**src/rtl/alu_cmd_seq.sv**
```systemverilog
// Command sequencer for an external combinational ALU: reads operands from a
// 4x4 register file, issues them, captures masked results and writes them back.
module alu_cmd_seq (
    input  logic       clk,
    input  logic       rst_n,
    input  logic       cmd_valid,
    output logic       cmd_ready,
    input  logic [3:0] cmd_op,
    input  logic [1:0] cmd_ra,
    input  logic [1:0] cmd_rb,
    input  logic [1:0] cmd_rd,
    input  logic [3:0] cmd_imm,
    output logic [3:0] alu_a,
    output logic [3:0] alu_b,
    output logic [3:0] alu_opcode,
    input  logic [3:0] alu_x,
    input  logic [3:0] alu_y,
    output logic       rsp_valid,
    input  logic       rsp_ready,
    output logic [3:0] rsp_x,
    output logic [3:0] rsp_y
);
    // state   | meaning
    // IDLE    | waiting for a command (cmd_ready high once out of reset)
    // ISSUE   | ALU operands driven, one settle cycle
    // CAPTURE | ALU results sampled, masked and written back on this edge
    // RESP    | response held until rsp_ready
    typedef enum logic [1:0] {IDLE, ISSUE, CAPTURE, RESP} state_t;

    localparam logic [3:0] OP_LOADI = 4'b1101;

    state_t     state;
    state_t     state_nxt;
    logic       run_en;
    logic [1:0] rd_q;
    logic [3:0] regs [4];
    logic       accept;
    logic       is_loadi;
    logic [3:0] x_m;
    logic [3:0] y_m;
    logic       y_wr;

    // run_en keeps cmd_ready low until the first edge after reset release
    assign cmd_ready = (state == IDLE) && run_en;
    assign rsp_valid = (state == RESP);

    always_comb begin
        accept    = cmd_valid && cmd_ready;
        is_loadi  = (cmd_op == OP_LOADI);
        state_nxt = state;
        case (state)
            IDLE:    if (accept) state_nxt = is_loadi ? RESP : ISSUE;
            ISSUE:   state_nxt = CAPTURE;
            CAPTURE: state_nxt = RESP;
            RESP:    if (rsp_ready) state_nxt = IDLE;
            default: state_nxt = IDLE;
        endcase
    end

    // Result masking keyed on the held opcode
    always_comb begin
        x_m  = alu_x;
        y_m  = 4'b0000;
        y_wr = 1'b0;
        case (alu_opcode)
            4'b0000, 4'b0001, 4'b0010, 4'b0110,
            4'b0111, 4'b1000, 4'b1001: x_m = {3'b000, alu_x[0]};
            default: ;
        endcase
        case (alu_opcode)
            4'b1010: begin
                y_m  = {3'b000, alu_y[0]};
                y_wr = 1'b1;
            end
            4'b1100, 4'b1110, 4'b1111: begin
                y_m  = alu_y;
                y_wr = 1'b1;
            end
            default: ;
        endcase
    end

    always_ff @(posedge clk or negedge rst_n) begin
        if (!rst_n) begin
            state      <= IDLE;
            run_en     <= 1'b0;
            rd_q       <= 2'd0;
            alu_a      <= 4'd0;
            alu_b      <= 4'd0;
            alu_opcode <= 4'd0;
            rsp_x      <= 4'd0;
            rsp_y      <= 4'd0;
            regs[0]    <= 4'd0;
            regs[1]    <= 4'd0;
            regs[2]    <= 4'd0;
            regs[3]    <= 4'd0;
        end else begin
            state  <= state_nxt;
            run_en <= 1'b1;
            if (accept) begin
                rd_q <= cmd_rd;
                if (is_loadi) begin
                    regs[cmd_rd] <= cmd_imm;
                    rsp_x        <= cmd_imm;
                    rsp_y        <= 4'd0;
                end else begin
                    alu_a      <= regs[cmd_ra];
                    alu_b      <= regs[cmd_rb];
                    alu_opcode <= cmd_op;
                end
            end
            if (state == CAPTURE) begin
                regs[rd_q] <= x_m;
                if (y_wr) regs[rd_q + 2'd1] <= y_m;
                rsp_x <= x_m;
                rsp_y <= y_m;
            end
        end
    end

endmodule

```
**config.mk**
```make
export PLATFORM = sky130hd
export DESIGN_NAME = alu_cmd_seq
export DESIGN_NICKNAME = d
export VERILOG_FILES = /design/src/rtl/alu_cmd_seq.sv
export SDC_FILE = /design/constraint.sdc
export NUM_CORES = 1
export LEC_CHECK = 0
export ABC_AREA = 1
export CAP_MARGIN = 30
export CELL_PAD_IN_SITES_DETAIL_PLACEMENT = 0
export CELL_PAD_IN_SITES_GLOBAL_PLACEMENT = 1
export CORE_MARGIN = 2
export CORE_UTILIZATION = 41
export DETAILED_ROUTE_END_ITERATION = 7
export PLACE_DENSITY = 0.91
export SETUP_SLACK_MARGIN = 0.5
export SLEW_MARGIN = 30
export SYNTH_ARGS = -nofsm -noshare
export SYNTH_HDL_FRONTEND = slang
export SYNTH_SLANG_ARGS = --single-unit
```
**constraint.sdc**
```tcl
create_clock -name clk -period 3.89 [get_ports clk]
set_input_delay 0.389 -clock clk [delete_from_list [all_inputs] [get_ports clk]]
set_output_delay 0.389 -clock clk [all_outputs]
set_load 0.05 [all_outputs]
```
==> metrics.txt, run 1 <==
status finished clean; drt first pass iters 4; Post-CTS Setup Bufs 0; ys flop type dfrtp_1; Slowest Stage Delay on Critical Path 0.79 ns; register area share after synthesis 38.6%; Yosys warnings 0; Die Ht 84.5 microns; initial antenna violation count 0; DP Worst Slack 1.86 ns; Post-Syn Area per Cell 7.10 sq um; most frequent CP cell inv_1; syn nets 404; Crit Path Class reg -> out; DPL Wire Length 5.33 mm; share of layout cells above drive strength 1 7.14%; register bit count reported by yosys 41; largest net degree at the start of global routing 42; Die X 84.5 microns; Final GP Congestion 0.892; Crit Path Max Fanout 4; CP Data Required Time 3.50 ns; nets@finish 449; RSZ-0062 raised after global routing no; DRT iter0 DRCs 166; Max Fclk 422 MHz; Final setup viols 0; first-pass GRT wire length 12.0 mm; Finished Cell Area 3290 sq um; DR DRC count 0; CTS tree done; Routed WL per cell 14.2 microns; H-tree depth 2; number of port buffers 47; Fin. Hold Viols 0; gr usage total 21.1%; Mapped Area 2660 sq um; CP Launch Type flop; Fin Setup TNS 0 ns; Max VDD drop 0.449 mV; CP cell instances inv_1 -> ha_1 -> nand2_1 -> inv_1 -> clkdlybuf4s50_1; cts hold-fix bufs 0; area growth from synthesis to layout 24.0%; worst skew pair latency 0.31 ns; via-per-instance ratio 5.12; post-CTS sizing 0; slack of the critical path 1.52 ns; Max Slew Vio Count 0; Core ar. 6310 sq um; Root Buffer clkbuf_8; Post-synth EDFFs 0; TritonCTS buffer count 5; drt total wl 7.08 mm; Tightest Hold Check Type in -> async; Tmin final 2.37 ns; Cell Pwr Density 829 nW/um^2; initial core utilization 42.1%; Placed Area 3160 sq um; vias in the first global route 2470; Mapped Cells 374; Reg clk slew, reported paths 0.09 ns; max-cap viol count 0; Layout fillers 651; share of synthesized registers carrying an async set or reset 100%; grt ovf 0; worst slew pin tran 0.535 ns; Slew headroom 64.3%; CP max-delay cell clkdlybuf4s50_1; post-route clock period utilization 60.9%; largest buffer count on any clock path 2; die footprint 7140 sq um; via count 2546; # IOs 48; Setup Skew 0.0160 ns; Setup crit end kind primary output; Hold WS 0.0546 ns; CTS Sinks 41; Pleak 1.65 nW; Antenna Cells 0; Antenna Nets Post-Route 0; row count 29; post-synthesis cell type count 31; crit path DAT 1.98 ns
## path summary, 6_finish.rpt
| kind | from | to | slack, ns | depth (start not counted) |
|---|---|---|---|---|
| worst max-delay path | state[0]$_DFFE_PN0P_ | cmd_ready | 1.52 | 5 |
| worst min-delay path | rst_n | alu_opcode[3]$_DFFE_PN0P_ | 0.05 | 1 |
| worst max register to register | state[0]$_DFFE_PN0P_ | regs[12]$_DFF_PN0_ | 1.93 | 7 |
| worst min register to register | rsp_x[3]$_DFFE_PN0P_ | rsp_x[3]$_DFFE_PN0P_ | 0.51 | 2 |
| max in group asynchronous | rst_n | regs[5]$_DFF_PN0_ | 3.45 | 1 |
| min in group clk | rsp_x[3]$_DFFE_PN0P_ | rsp_x[3]$_DFFE_PN0P_ | 0.51 | 2 |
## cells in the mapped netlist, drive strengths merged (2+ instances only)
cell type / number / area (sq um)
nand2: 121 / 472
inv: 52 / 195
nand3: 47 / 260
dfrtp: 41 / 1030
o21ai: 31 / 155
a21oi: 24 / 120
nor2: 21 / 134
a31oi: 8 / 50.1
buf: 6 / 38.8
clkbuf: 4 / 28.8
ha: 4 / 50.1
o211ai: 4 / 30.0
nand4: 3 / 18.8
nor3: 2 / 32.5
o21bai: 2 / 15.0
## sequential cells by signal (all words and copies together) (netlist names)
register	count
regs	16
alu_a	4
alu_b	4
alu_opcode	4
rsp_x	4
rsp_y	4
rd_q	2
state	2
run_en	1
## where the power goes
group / leakage [nW] / internal (mW) / switching (mW)
clock: 0.0681 / 0.255 / 0.167
sequential: 0.475 / 0.632 / 0.125
combinational: 1.11 / 0.498 / 1.05
## cells by family (layout without fill, tap and decap cells)
group,after synthesis,in the layout,synth area share [%]
DFF,41,41,38.6
other,1,1,0.141
muxes,1,1,0.424
buffers and inverters,62,108,9.90
and+or+nand+nor,195,195,34.8
AOI/OAI and AO/OA,70,70,14.2
adders and majority gates,4,4,1.89
## layer usage
metal / part of all wire [%] / up-vias / GRT usage (%)
met3: 6.2 / 6 / 3.15
met2: 47 / 68 / 34.4
li1: - / 1293 / -
met4: 1.0 / 0 / 4.91
met5: 0 / - / 0
met1: 46 / 1179 / 29.9
## final cells by class
class	instances	area [sq um]	area share [%]
flip-flops and latches	41	1030	31.2
clock buffers	5	68.8	2.09
inverters	52	195	5.93
well taps	77	96.3	2.93
repair buffers	48	475	14.4
clock inverters	3	65.1	1.98
multi-input cells	271	1370	41.5
## cells in the final DEF, fill, tap and decap left out, types with 2 or more instances in the layout
cell | Yosys | routed
nor2_2 | 3 | 3
o21bai_1 | 2 | 2
a31oi_1 | 8 | 8
o21ai_0 | 31 | 31
nand4_1 | 3 | 3
inv_1 | 50 | 50
nand3_4 | 2 | 2
inv_2 | 2 | 2
nor2_8 | 2 | 2
a21oi_1 | 24 | 24
nand2_1 | 116 | 116
clkbuf_8 | 1 | 5
bufinv_16 | 0 | 2
nand2_2 | 4 | 4
ha_1 | 4 | 4
nor2_4 | 2 | 2
clkdlybuf4s50_1 | 0 | 46
o211ai_1 | 4 | 4
dfrtp_1 | 41 | 41
nand3_1 | 45 | 45
nor3_4 | 2 | 2
nor2_1 | 14 | 14
buf_4 | 2 | 2
## stage by stage
step,utilization [%],cells,power (mW)
4_1_cts,52.1,497,2.74
3_5_place_dp,50.0,489,2.31
5_1_grt,52.2,497,2.95
3_3_place_gp,50.0,489,2.29
6_report,52.2,497,2.73
2_1_floorplan,-,374,1.87
## critical path, delay by kind of cell, from the launching register on
kind	cells	cell delay [ns]
simple gates	1	0.07
buf+inv	3	0.96
flops	1	0.40
fa+ha+maj	1	0.24
Power figures use the tool's default switching activity.
==> inputs of run 2 (changes only) <==
Settings changed: CORE_UTILIZATION 41 to 38, PLACE_DENSITY 0.91 to 0.86.
Clock period 3.89 ns to 2.3 ns, I/O delays scaled along.
==> metrics.txt, run 2 (synthesis gave the netlist of run 1 again) <==
worst slew pin tran 0.552 ns; Die Ht 87.6 microns; Tightest Hold Check Type in -> async; Crit Path Class reg -> out; max FFs per register 16; CP cell instances clkdlybuf4s50_1; Pleak 1.68 nW; row count 30; DPL Wire Length 5.34 mm; largest buffer count on any clock path 2; area growth from synthesis to layout 26.4%; CP Data Required Time 2.07 ns; worst skew pair latency 0.29 ns; RR Endpoint alu_opcode[0]$_DFFE_PN0P_; Core ar. 6790 sq um; CP Depth 1; CTS tree done; DR DRC count 0; CTS Sinks 41; crit path DAT 1.52 ns; Tmin final 1.75 ns; critical path startpoint alu_opcode[2]$_DFFE_PN0P_; crit path capture alu_opcode[2]; drt total wl 7.28 mm; Final Total Pwr 4.38 mW; Die X 87.6 microns; Fin Setup TNS 0 ns; CP Launch Type flop; max-cap viol count 0; DRT iter0 DRCs 218; via-per-instance ratio 4.82; Slowest Stage Delay on Critical Path 0.83 ns; Largest Register regs; Max VDD drop 0.784 mV; via count 2524; CP max-delay cell clkdlybuf4s50_1; Max Fclk 571 MHz; Layout Cells excl Fill 524; Max Slew Vio Count 0; Root Buffer clkbuf_8; Final GP Congestion 0.826; commonest non-fill, non-tap cell in the layout nand2_1; CP delay by family, top buffers and inverters; TritonCTS buffer count 5; drt first pass iters 5; R2R depth 6; nets@finish 457; Bufs and invs on worst path 1; Routed WL per cell 13.9 microns; Slew headroom 63.2%; largest net degree at the start of global routing 42; Setup Skew 0.00391 ns; Setup crit end kind primary output; slack of the critical path 0.549 ns; RSZ-0062 raised after global routing yes; vias in the first global route 2318; Reg clk slew, reported paths 0.08 ns; # IOs 48; DP Worst Slack 0.407 ns; R2R Setup Slk 0.60 ns; R2R Path Start state[0]$_DFFE_PN0P_; initial core utilization 39.1%; Fin. Hold Viols 0; placed insts 508; Crit Path Max Fanout 4; Final setup viols 0; Cell Pwr Density 1300 nW/um^2; initial antenna violation count 0; die footprint 7670 sq um; share of layout cells above drive strength 1 8.88%; most frequent cells in the layout nand2_1 (116), inv_1 (50), nand3_1 (43); Antenna Nets Post-Route 0; post-route clock period utilization 76.1%; number of port buffers 47; status finished clean; first-pass GRT wire length 11.6 mm; gr usage total 19.7%; Antenna Cells 0; grt ovf 0; H-tree depth 2
run 2: final cells by class:
class                           count  area [sq um]
Inverter                           52           195
Sequential cell                    41          1030
Fill cell                         689          3440
Tap cell                           96           120
Multi-Input combinational cell    272          1390
Timing Repair Buffer               55           551
Clock buffer                        8          80.1
run 2: where the power goes:
part	internal (mW)	switching, mW	leakage [nW]
combinational	0.861	1.78	1.17
clock	0.216	0.245	0.0395
sequential	1.07	0.210	0.475
run 2: metal layers:
metal | share of wire [%] | vias up | global-route usage, %
met5 | 0 | - | 0
met3 | 4.0 | 7 | 2.92
met2 | 46 | 63 | 30.3
met1 | 48 | 1140 | 29.3
met4 | 1.3 | 0 | 4.76
li1 | - | 1314 | -
run 2: worst min-delay path by stage:
stage	start	end	slack [ns]	cells past startpoint
floorplan	rst_n	alu_a[0]$_DFFE_PN0P_	-0.07	0
global placement	rst_n	alu_opcode[3]$_DFFE_PN0P_	0.42	1
detailed placement	rst_n	alu_opcode[3]$_DFFE_PN0P_	0.44	1
CTS	rst_n	alu_opcode[3]$_DFFE_PN0P_	0.12	1
global route	rst_n	run_en$_DFF_PN0_	0.53	2
finish	rst_n	alu_opcode[3]$_DFFE_PN0P_	0.46	2
run 2: what timing repair did:
action	CTS	global route
pin swaps	2	3
hold buffers	0	1
buffers inserted	2	4
setup endpoints to repair	8	20
gates cloned	1	0
endpoints found under the hold margin	0	41
resized for setup	4	6
run 2: through the flow:
stage                     hold slack [ns]  utilization, %  cell area (sq um)
after floorplan                   -0.0656               -               2660
after global placement              0.422            46.8               3180
after detailed placement            0.440            46.8               3180
after CTS                           0.124            48.3               3280
after global routing                0.527            49.4               3360
final                               0.459            49.4               3360
